===== config.mk =====
export PLATFORM = sky130hd
export DESIGN_NAME = store_buffer_flat
export DESIGN_NICKNAME = d
export VERILOG_FILES = /design/src/rtl/store_buffer_if.sv /design/src/rtl/store_buffer.sv /design/src/flat_wrapper.sv
export SDC_FILE = /design/constraint.sdc
export NUM_CORES = 1
export LEC_CHECK = 0
export BUFFER_PORTS_ARGS = -buffer_cell sky130_fd_sc_hd__buf_2
export CAP_MARGIN = 20
export CORE_UTILIZATION = 52
export CTS_CLUSTER_SIZE = 16
export DETAILED_ROUTE_END_ITERATION = 6
export GPL_TIMING_DRIVEN = 0
export HOLD_SLACK_MARGIN = 0.1
export PLACE_DENSITY = 0.76
export SETUP_SLACK_MARGIN = 0.1
export SYNTH_ARGS = -nofsm -noshare
export SYNTH_HDL_FRONTEND = slang
export SYNTH_SLANG_ARGS = --single-unit

===== constraint.sdc =====
create_clock -name clk -period 4.9 [get_ports clk]
set_clock_uncertainty 0.05 [all_clocks]
set_input_delay 0.98 -clock clk [delete_from_list [all_inputs] [get_ports clk]]
set_output_delay 0.98 -clock clk [all_outputs]
set_load 0.02 [all_outputs]

===== src/rtl/store_buffer_if.sv =====
// Store-buffer bus: core store port, memory drain port, load probe and fence.
interface store_buffer_if #(
   parameter int DEPTH  = 4,
   parameter int AWIDTH = 30
);
   logic                     in_valid;
   logic                     in_ready;
   logic [AWIDTH-1:0]        in_addr;
   logic [3:0]               in_we;
   logic [31:0]              in_data;
   logic                     mem_req;
   logic [AWIDTH-1:0]        mem_addr;
   logic [3:0]               mem_we;
   logic [31:0]              mem_wdata;
   logic                     mem_ack;
   logic                     ld_chk_valid;
   logic [AWIDTH-1:0]        ld_chk_addr;
   logic                     ld_hazard;
   logic                     fence;
   logic                     fence_busy;
   logic                     empty;
   logic [$clog2(DEPTH):0]   count;

   // Environment side: core pipeline plus memory port
   modport master (
      output in_valid, in_addr, in_we, in_data, mem_ack, ld_chk_valid, ld_chk_addr, fence,
      input  in_ready, mem_req, mem_addr, mem_we, mem_wdata, ld_hazard, fence_busy, empty, count
   );

   // Buffer side
   modport slave (
      input  in_valid, in_addr, in_we, in_data, mem_ack, ld_chk_valid, ld_chk_addr, fence,
      output in_ready, mem_req, mem_addr, mem_we, mem_wdata, ld_hazard, fence_busy, empty, count
   );
endinterface


===== src/rtl/store_buffer.sv =====
// Posted-write buffer: queues byte-masked word stores, coalesces into the
// youngest non-head entry, drains to memory over req/ack, flags load hazards.
module store_buffer #(
   parameter int DEPTH  = 4,
   parameter int AWIDTH = 30
) (
   input logic           clk,
   input logic           rst,
   store_buffer_if.slave bus
);
   localparam int PW = $clog2(DEPTH);
   localparam int CW = PW + 1;

   logic [AWIDTH-1:0] e_addr [DEPTH];
   logic [3:0]        e_we   [DEPTH];
   logic [31:0]       e_data [DEPTH];
   logic [DEPTH-1:0]  e_valid;

   logic [PW-1:0] rd_ptr;
   logic [PW-1:0] wr_ptr;
   logic [PW-1:0] yng_ptr;
   logic [CW-1:0] cnt;

   logic full;
   logic is_empty;
   logic do_accept;
   logic do_coal;
   logic do_push;
   logic do_pop;
   logic hz_any;

   // Control decode: acceptance, coalesce vs. new entry, pop
   always_comb begin
      full      = (cnt == CW'(DEPTH));
      is_empty  = (cnt == '0);
      yng_ptr   = wr_ptr - PW'(1);
      do_accept = bus.in_valid & ~full & (|bus.in_we);
      // Requiring two entries keeps a merge away from the head, which may be in flight
      do_coal   = do_accept & (cnt >= CW'(2)) & (e_addr[yng_ptr] == bus.in_addr);
      do_push   = do_accept & ~do_coal;
      do_pop    = ~is_empty & bus.mem_ack;
   end

   // Pointers, occupancy and valid bits; reset discards all pending entries
   always_ff @(posedge clk or posedge rst) begin
      if (rst) begin
         rd_ptr  <= '0;
         wr_ptr  <= '0;
         cnt     <= '0;
         e_valid <= '0;
      end else begin
         if (do_push) begin
            wr_ptr          <= wr_ptr + PW'(1);
            e_valid[wr_ptr] <= 1'b1;
         end
         if (do_pop) begin
            rd_ptr          <= rd_ptr + PW'(1);
            e_valid[rd_ptr] <= 1'b0;
         end
         cnt <= cnt + CW'(do_push) - CW'(do_pop);
      end
   end

   // Entry payload: new write at wr_ptr or byte-wise merge into the youngest entry
   always_ff @(posedge clk) begin
      if (do_coal) begin
         e_we[yng_ptr] <= e_we[yng_ptr] | bus.in_we;
         for (int unsigned b = 0; b < 4; b++) begin
            if (bus.in_we[b]) e_data[yng_ptr][8*b +: 8] <= bus.in_data[8*b +: 8];
         end
      end else if (do_push) begin
         e_addr[wr_ptr] <= bus.in_addr;
         e_we[wr_ptr]   <= bus.in_we;
         e_data[wr_ptr] <= bus.in_data;
      end
   end

   // Load probe against every valid entry, head included
   always_comb begin
      hz_any = 1'b0;
      for (int unsigned i = 0; i < DEPTH; i++) begin
         if (e_valid[i] && (e_addr[i] == bus.ld_chk_addr)) hz_any = 1'b1;
      end
   end

   assign bus.in_ready   = ~full;
   assign bus.mem_req    = ~is_empty;
   assign bus.mem_addr   = e_addr[rd_ptr];
   assign bus.mem_we     = e_we[rd_ptr];
   assign bus.mem_wdata  = e_data[rd_ptr];
   assign bus.ld_hazard  = bus.ld_chk_valid & hz_any;
   assign bus.fence_busy = bus.fence & ~is_empty;
   assign bus.empty      = is_empty;
   assign bus.count      = cnt;
endmodule


===== src/flat_wrapper.sv =====
// flat-port wrapper written by rule: the top's interface ports become plain ports
module store_buffer_flat 
#(
   parameter int DEPTH  = 4,
   parameter int AWIDTH = 30
)
  (clk, rst, bus_in_valid, bus_in_addr, bus_in_we, bus_in_data, bus_mem_ack, bus_ld_chk_valid, bus_ld_chk_addr, bus_fence, bus_in_ready, bus_mem_req, bus_mem_addr, bus_mem_we, bus_mem_wdata, bus_ld_hazard, bus_fence_busy, bus_empty, bus_count);
  store_buffer_if #(.DEPTH(DEPTH), .AWIDTH(AWIDTH)) bus_i ();
  input logic clk;
  input logic rst;
  input wire logic [$bits(bus_i.in_valid)-1:0] bus_in_valid;
  input wire logic [$bits(bus_i.in_addr)-1:0] bus_in_addr;
  input wire logic [$bits(bus_i.in_we)-1:0] bus_in_we;
  input wire logic [$bits(bus_i.in_data)-1:0] bus_in_data;
  input wire logic [$bits(bus_i.mem_ack)-1:0] bus_mem_ack;
  input wire logic [$bits(bus_i.ld_chk_valid)-1:0] bus_ld_chk_valid;
  input wire logic [$bits(bus_i.ld_chk_addr)-1:0] bus_ld_chk_addr;
  input wire logic [$bits(bus_i.fence)-1:0] bus_fence;
  output wire logic [$bits(bus_i.in_ready)-1:0] bus_in_ready;
  output wire logic [$bits(bus_i.mem_req)-1:0] bus_mem_req;
  output wire logic [$bits(bus_i.mem_addr)-1:0] bus_mem_addr;
  output wire logic [$bits(bus_i.mem_we)-1:0] bus_mem_we;
  output wire logic [$bits(bus_i.mem_wdata)-1:0] bus_mem_wdata;
  output wire logic [$bits(bus_i.ld_hazard)-1:0] bus_ld_hazard;
  output wire logic [$bits(bus_i.fence_busy)-1:0] bus_fence_busy;
  output wire logic [$bits(bus_i.empty)-1:0] bus_empty;
  output wire logic [$bits(bus_i.count)-1:0] bus_count;
  assign bus_i.in_valid = bus_in_valid;
  assign bus_i.in_addr = bus_in_addr;
  assign bus_i.in_we = bus_in_we;
  assign bus_i.in_data = bus_in_data;
  assign bus_i.mem_ack = bus_mem_ack;
  assign bus_i.ld_chk_valid = bus_ld_chk_valid;
  assign bus_i.ld_chk_addr = bus_ld_chk_addr;
  assign bus_i.fence = bus_fence;
  assign bus_in_ready = bus_i.in_ready;
  assign bus_mem_req = bus_i.mem_req;
  assign bus_mem_addr = bus_i.mem_addr;
  assign bus_mem_we = bus_i.mem_we;
  assign bus_mem_wdata = bus_i.mem_wdata;
  assign bus_ld_hazard = bus_i.ld_hazard;
  assign bus_fence_busy = bus_i.fence_busy;
  assign bus_empty = bus_i.empty;
  assign bus_count = bus_i.count;
  store_buffer #(.DEPTH(DEPTH), .AWIDTH(AWIDTH)) u_core (.clk(clk), .rst(rst), .bus(bus_i));
endmodule

==> flow_summary.toml <==
[detailed_routing]
drc = 0
ant_nets = 0
wl_met1_um = 12900
vias = 8006
avgRoutedWirePerCell_um = 25.4
viasPerCell = 6.07
met3WireLength_um = 2860
dr_wl_met2_um = 16600
drt-initial-drc-count = 676
routed_wl_um = 33600
firstDrtPassIters = 5
top_layer = "met5"

[logic_synthesis]
syn_inst = 757
yosys_most_used_dff = "edfxtp_1"
async_flop_share = 0.0400
yosysUniqueCellTypes = 49
syn_avg_cell_area_um2 = 17.5
syn_area_mm2 = 0.0132
syn_nets = 871
synth_seq_area_share = 0.620
ys_seq_elements = 275
synth_edf_count = 264
yosys_warnings = 0

[power_and_ir_drop]
p_sw_frac = 0.374
ir_drop_mv = 0.389
power.density_mw_per_mm2 = 631
finalPower_mw = 10.1
p_sw_mw = 3.77
p_int_mw = 6.31
p_leak_nw = 5.52
clkPwrFrac = 0.219
pwr-share-comb = 0.446
sequentialPowerShare = 0.335

[finish]
area_delta_synth_final_pct = 20.9
utilization = 0.650
final_nets = 1086
drive_gt1_frac = 0.372
fillers = 1704

[critical_path]
crit_chain = "buf_6 -> buf_4 -> clkinvlp_4 -> buf_2 -> ha_1 -> buf_4 -> buf_6 -> mux4_2 -> xnor2_1 -> nand4_1 -> nor4_4 -> nand4_4 -> or2_1 -> buf_6 -> o41ai_2 -> buf_4"
crit_path_start_kind = "register"
cp.arrival_ps = 4900
cp_max_fo = 11
slowest_stage = "nor4_4"
path_class = "reg2reg"
rr_worst_depth = 16
end_kind = "register"
max_stage_delay_ps = 460
cp.required_ps = 5120

[grt]
grt_first_pass_wirelength_um = 49900
grt_pass1_vias = 8294
grt_max_degree = 31
grt.overflow.total = 0
antenna_found_initial = 3
track_usage = 0.262

[clock_tree]
cts-htree-levels = 1
clk_path_buf_depth = 3
cts-buffers-inserted = 30
ctsHoldBuffers = 0
cts_root_buffer = "clkbuf_16"
clk_latency_ps = 570
clock-sinks = 275
cts_tree = "done"
path_clk_slew_ps = 70

[placed_design]
dp_hpwl_um = 23800
pre_cts_ws_ps = -1170
port_buffers = 160
globalplace.congestion = 0.879

[run]
drv_cap = 0

[floorplanning]
die_area_mm2 = 0.0261
ios = 176
core_area_mm2 = 0.0246
initial_core_util = 0.537
die_w_um = 161
die_h_um = 161
rows = 57

[sta]
hold_viol_final = 0
setup_viol = 0
maxSlewViolCount = 0
finalCriticalPeriod_ps = 4680
rsz0062_at_grt = "true"
min_period_over_period = 0.954
relSlewSlack = 0.306
fin_ws_ps = 223
fin_hold_ws_ps = 371
final.setup.tns_ps = 0
tightest_slew_ps = 1040
fmax_mhz = 214

[outcome]
status = "finished, final reports clean"

[hold_path]
min_path_type = "in2async"
==> state kept, by name (all words and copies together) (netlist names) <==
name	cells
u_core.bus.count	3
u_core.e_addr	120
u_core.e_data	128
u_core.e_valid	4
u_core.e_we	16
u_core.rd_ptr	2
u_core.wr_ptr	2
==> placed cells by master, fill, tap and decap left out, types with 6 or more instances in the layout <==
cell type  synthesis  layout
dfrtp_1           11      11
buf_12             2       8
nand4_1           30      30
xor2_1            48      48
clkbuf_16          0      30
mux2i_1           10      10
mux4_2            88      88
buf_4              3      15
mux4_1             7       7
clkbuf_1          29      30
buf_2              4     164
o31ai_4            0       7
edfxtp_1         264     264
nand3_1           10      10
inv_1             15      14
xnor2_1          102     102
buf_6              4      10
nor4_1            17      16
nor3_1             6       6
clkinv_2           0       8
a21oi_1            6       6
nand2_1           14      14
ha_1              11      11
==> synthesized netlist by cell type, types with 3 or more instances <==
| library cell | instances | area (um2) |
|---|---|---|
| edfxtp_1 | 264 | 7930 |
| xnor2_1 | 102 | 893 |
| mux4_2 | 88 | 1980 |
| xor2_1 | 48 | 420 |
| nand4_1 | 30 | 188 |
| clkbuf_1 | 29 | 109 |
| nor4_1 | 17 | 106 |
| inv_1 | 15 | 56.3 |
| nand2_1 | 14 | 52.6 |
| dfrtp_1 | 11 | 275 |
| ha_1 | 11 | 138 |
| mux2i_1 | 10 | 100 |
| nand3_1 | 10 | 50.1 |
| o31ai_1 | 9 | 67.6 |
| mux4_1 | 7 | 184 |
| o21ai_1 | 7 | 35.0 |
| a21oi_1 | 6 | 30.0 |
| nor2_1 | 6 | 22.5 |
| nor3_1 | 6 | 30.0 |
| o21ai_0 | 6 | 30.0 |
| and3_1 | 5 | 31.3 |
| buf_1 | 5 | 18.8 |
| a21o_1 | 4 | 30.0 |
| a32o_1 | 4 | 40.0 |
| buf_2 | 4 | 20.0 |
| buf_6 | 4 | 45.0 |
| o41ai_1 | 4 | 35.0 |
| buf_4 | 3 | 22.5 |
| nor2b_1 | 3 | 18.8 |
==> final cells by class <==
cell class | count | area [um2] | area share
inverters | 16 | 63.8 | 0.00399
plain buffers | 48 | 285 | 0.0178
multi-input cells | 418 | 4960 | 0.310
flip-flops and latches | 275 | 8200 | 0.513
clock inverters | 21 | 224 | 0.0140
repair buffers | 183 | 1080 | 0.0674
diodes | 2 | 5.00 | 0.000313
clock buffers | 33 | 762 | 0.0477
well taps | 324 | 405 | 0.0254
==> path summary, 6_finish.rpt <==
kind | startpoint | end | slack [ps]
worst max-delay path | u_core.wr_ptr[0] | u_core.e_data[1][29] | 220
worst min-delay path | rst | u_core.rd_ptr[0] | 370
worst max register to register | u_core.wr_ptr[0] | u_core.e_data[1][29] | 220
worst min register to register | u_core.e_valid[2] | u_core.e_valid[2] | 490
max in group asynchronous | rst | u_core.e_valid[3] | 4110
min in group clk | u_core.e_valid[2] | u_core.e_valid[2] | 490
==> worst max-delay path: cells and delay by family, from the launching register on <==
family                     cells  cell delay, ps
buffers and inverters          8            1510
muxes                          1             330
xor gates and xnor gates       1             190
DFF                            1             410
and+or+nand+nor                4            1130
AOI/OAI and AO/OA              1             430
adders and majority gates      1             310
==> through the flow <==
step                cell area, um2  std cells
floorplan                    13200        757
global placement             14400       1241
detailed placement           14600       1251
CTS                          15800       1311
global route                 16000       1319
finish                       16000       1320
==> metal layers <==
metal	GRT usage	vias to the layer above
met5	0	-
met4	0.0862	2
met2	0.447	435
met1	0.342	3996
met3	0.0475	88
li1	-	3485
==> repair_timing <==
item,CTS,global route
resized for setup,32,16
cloned,0,0
pin swaps,6,8
setup buffers,6,5
setup endpoints to repair,289,253
==> power by group through the flow <==
stage                     Sequential (mW)  Combinational, mW  Clock (mW)
after floorplan                      3.35               2.94           0
after global placement               3.41               4.11           0
after detailed placement             3.42               4.25           0
after CTS                            3.38               4.42        2.24
after global routing                 3.42               4.78        2.32
final                                3.38               4.50        2.21
==> cell families after synthesis <==
kind of cell | Yosys count | share of synthesized area
DFF | 275 | 0.620
xor gates and xnor gates | 150 | 0.0993
muxes | 107 | 0.173
and+or+nand+nor | 96 | 0.0411
buffers and inverters | 64 | 0.0245
AOI/OAI and AO/OA | 53 | 0.0298
adders and majority gates | 12 | 0.0119
(Power assumes the default switching activity.)
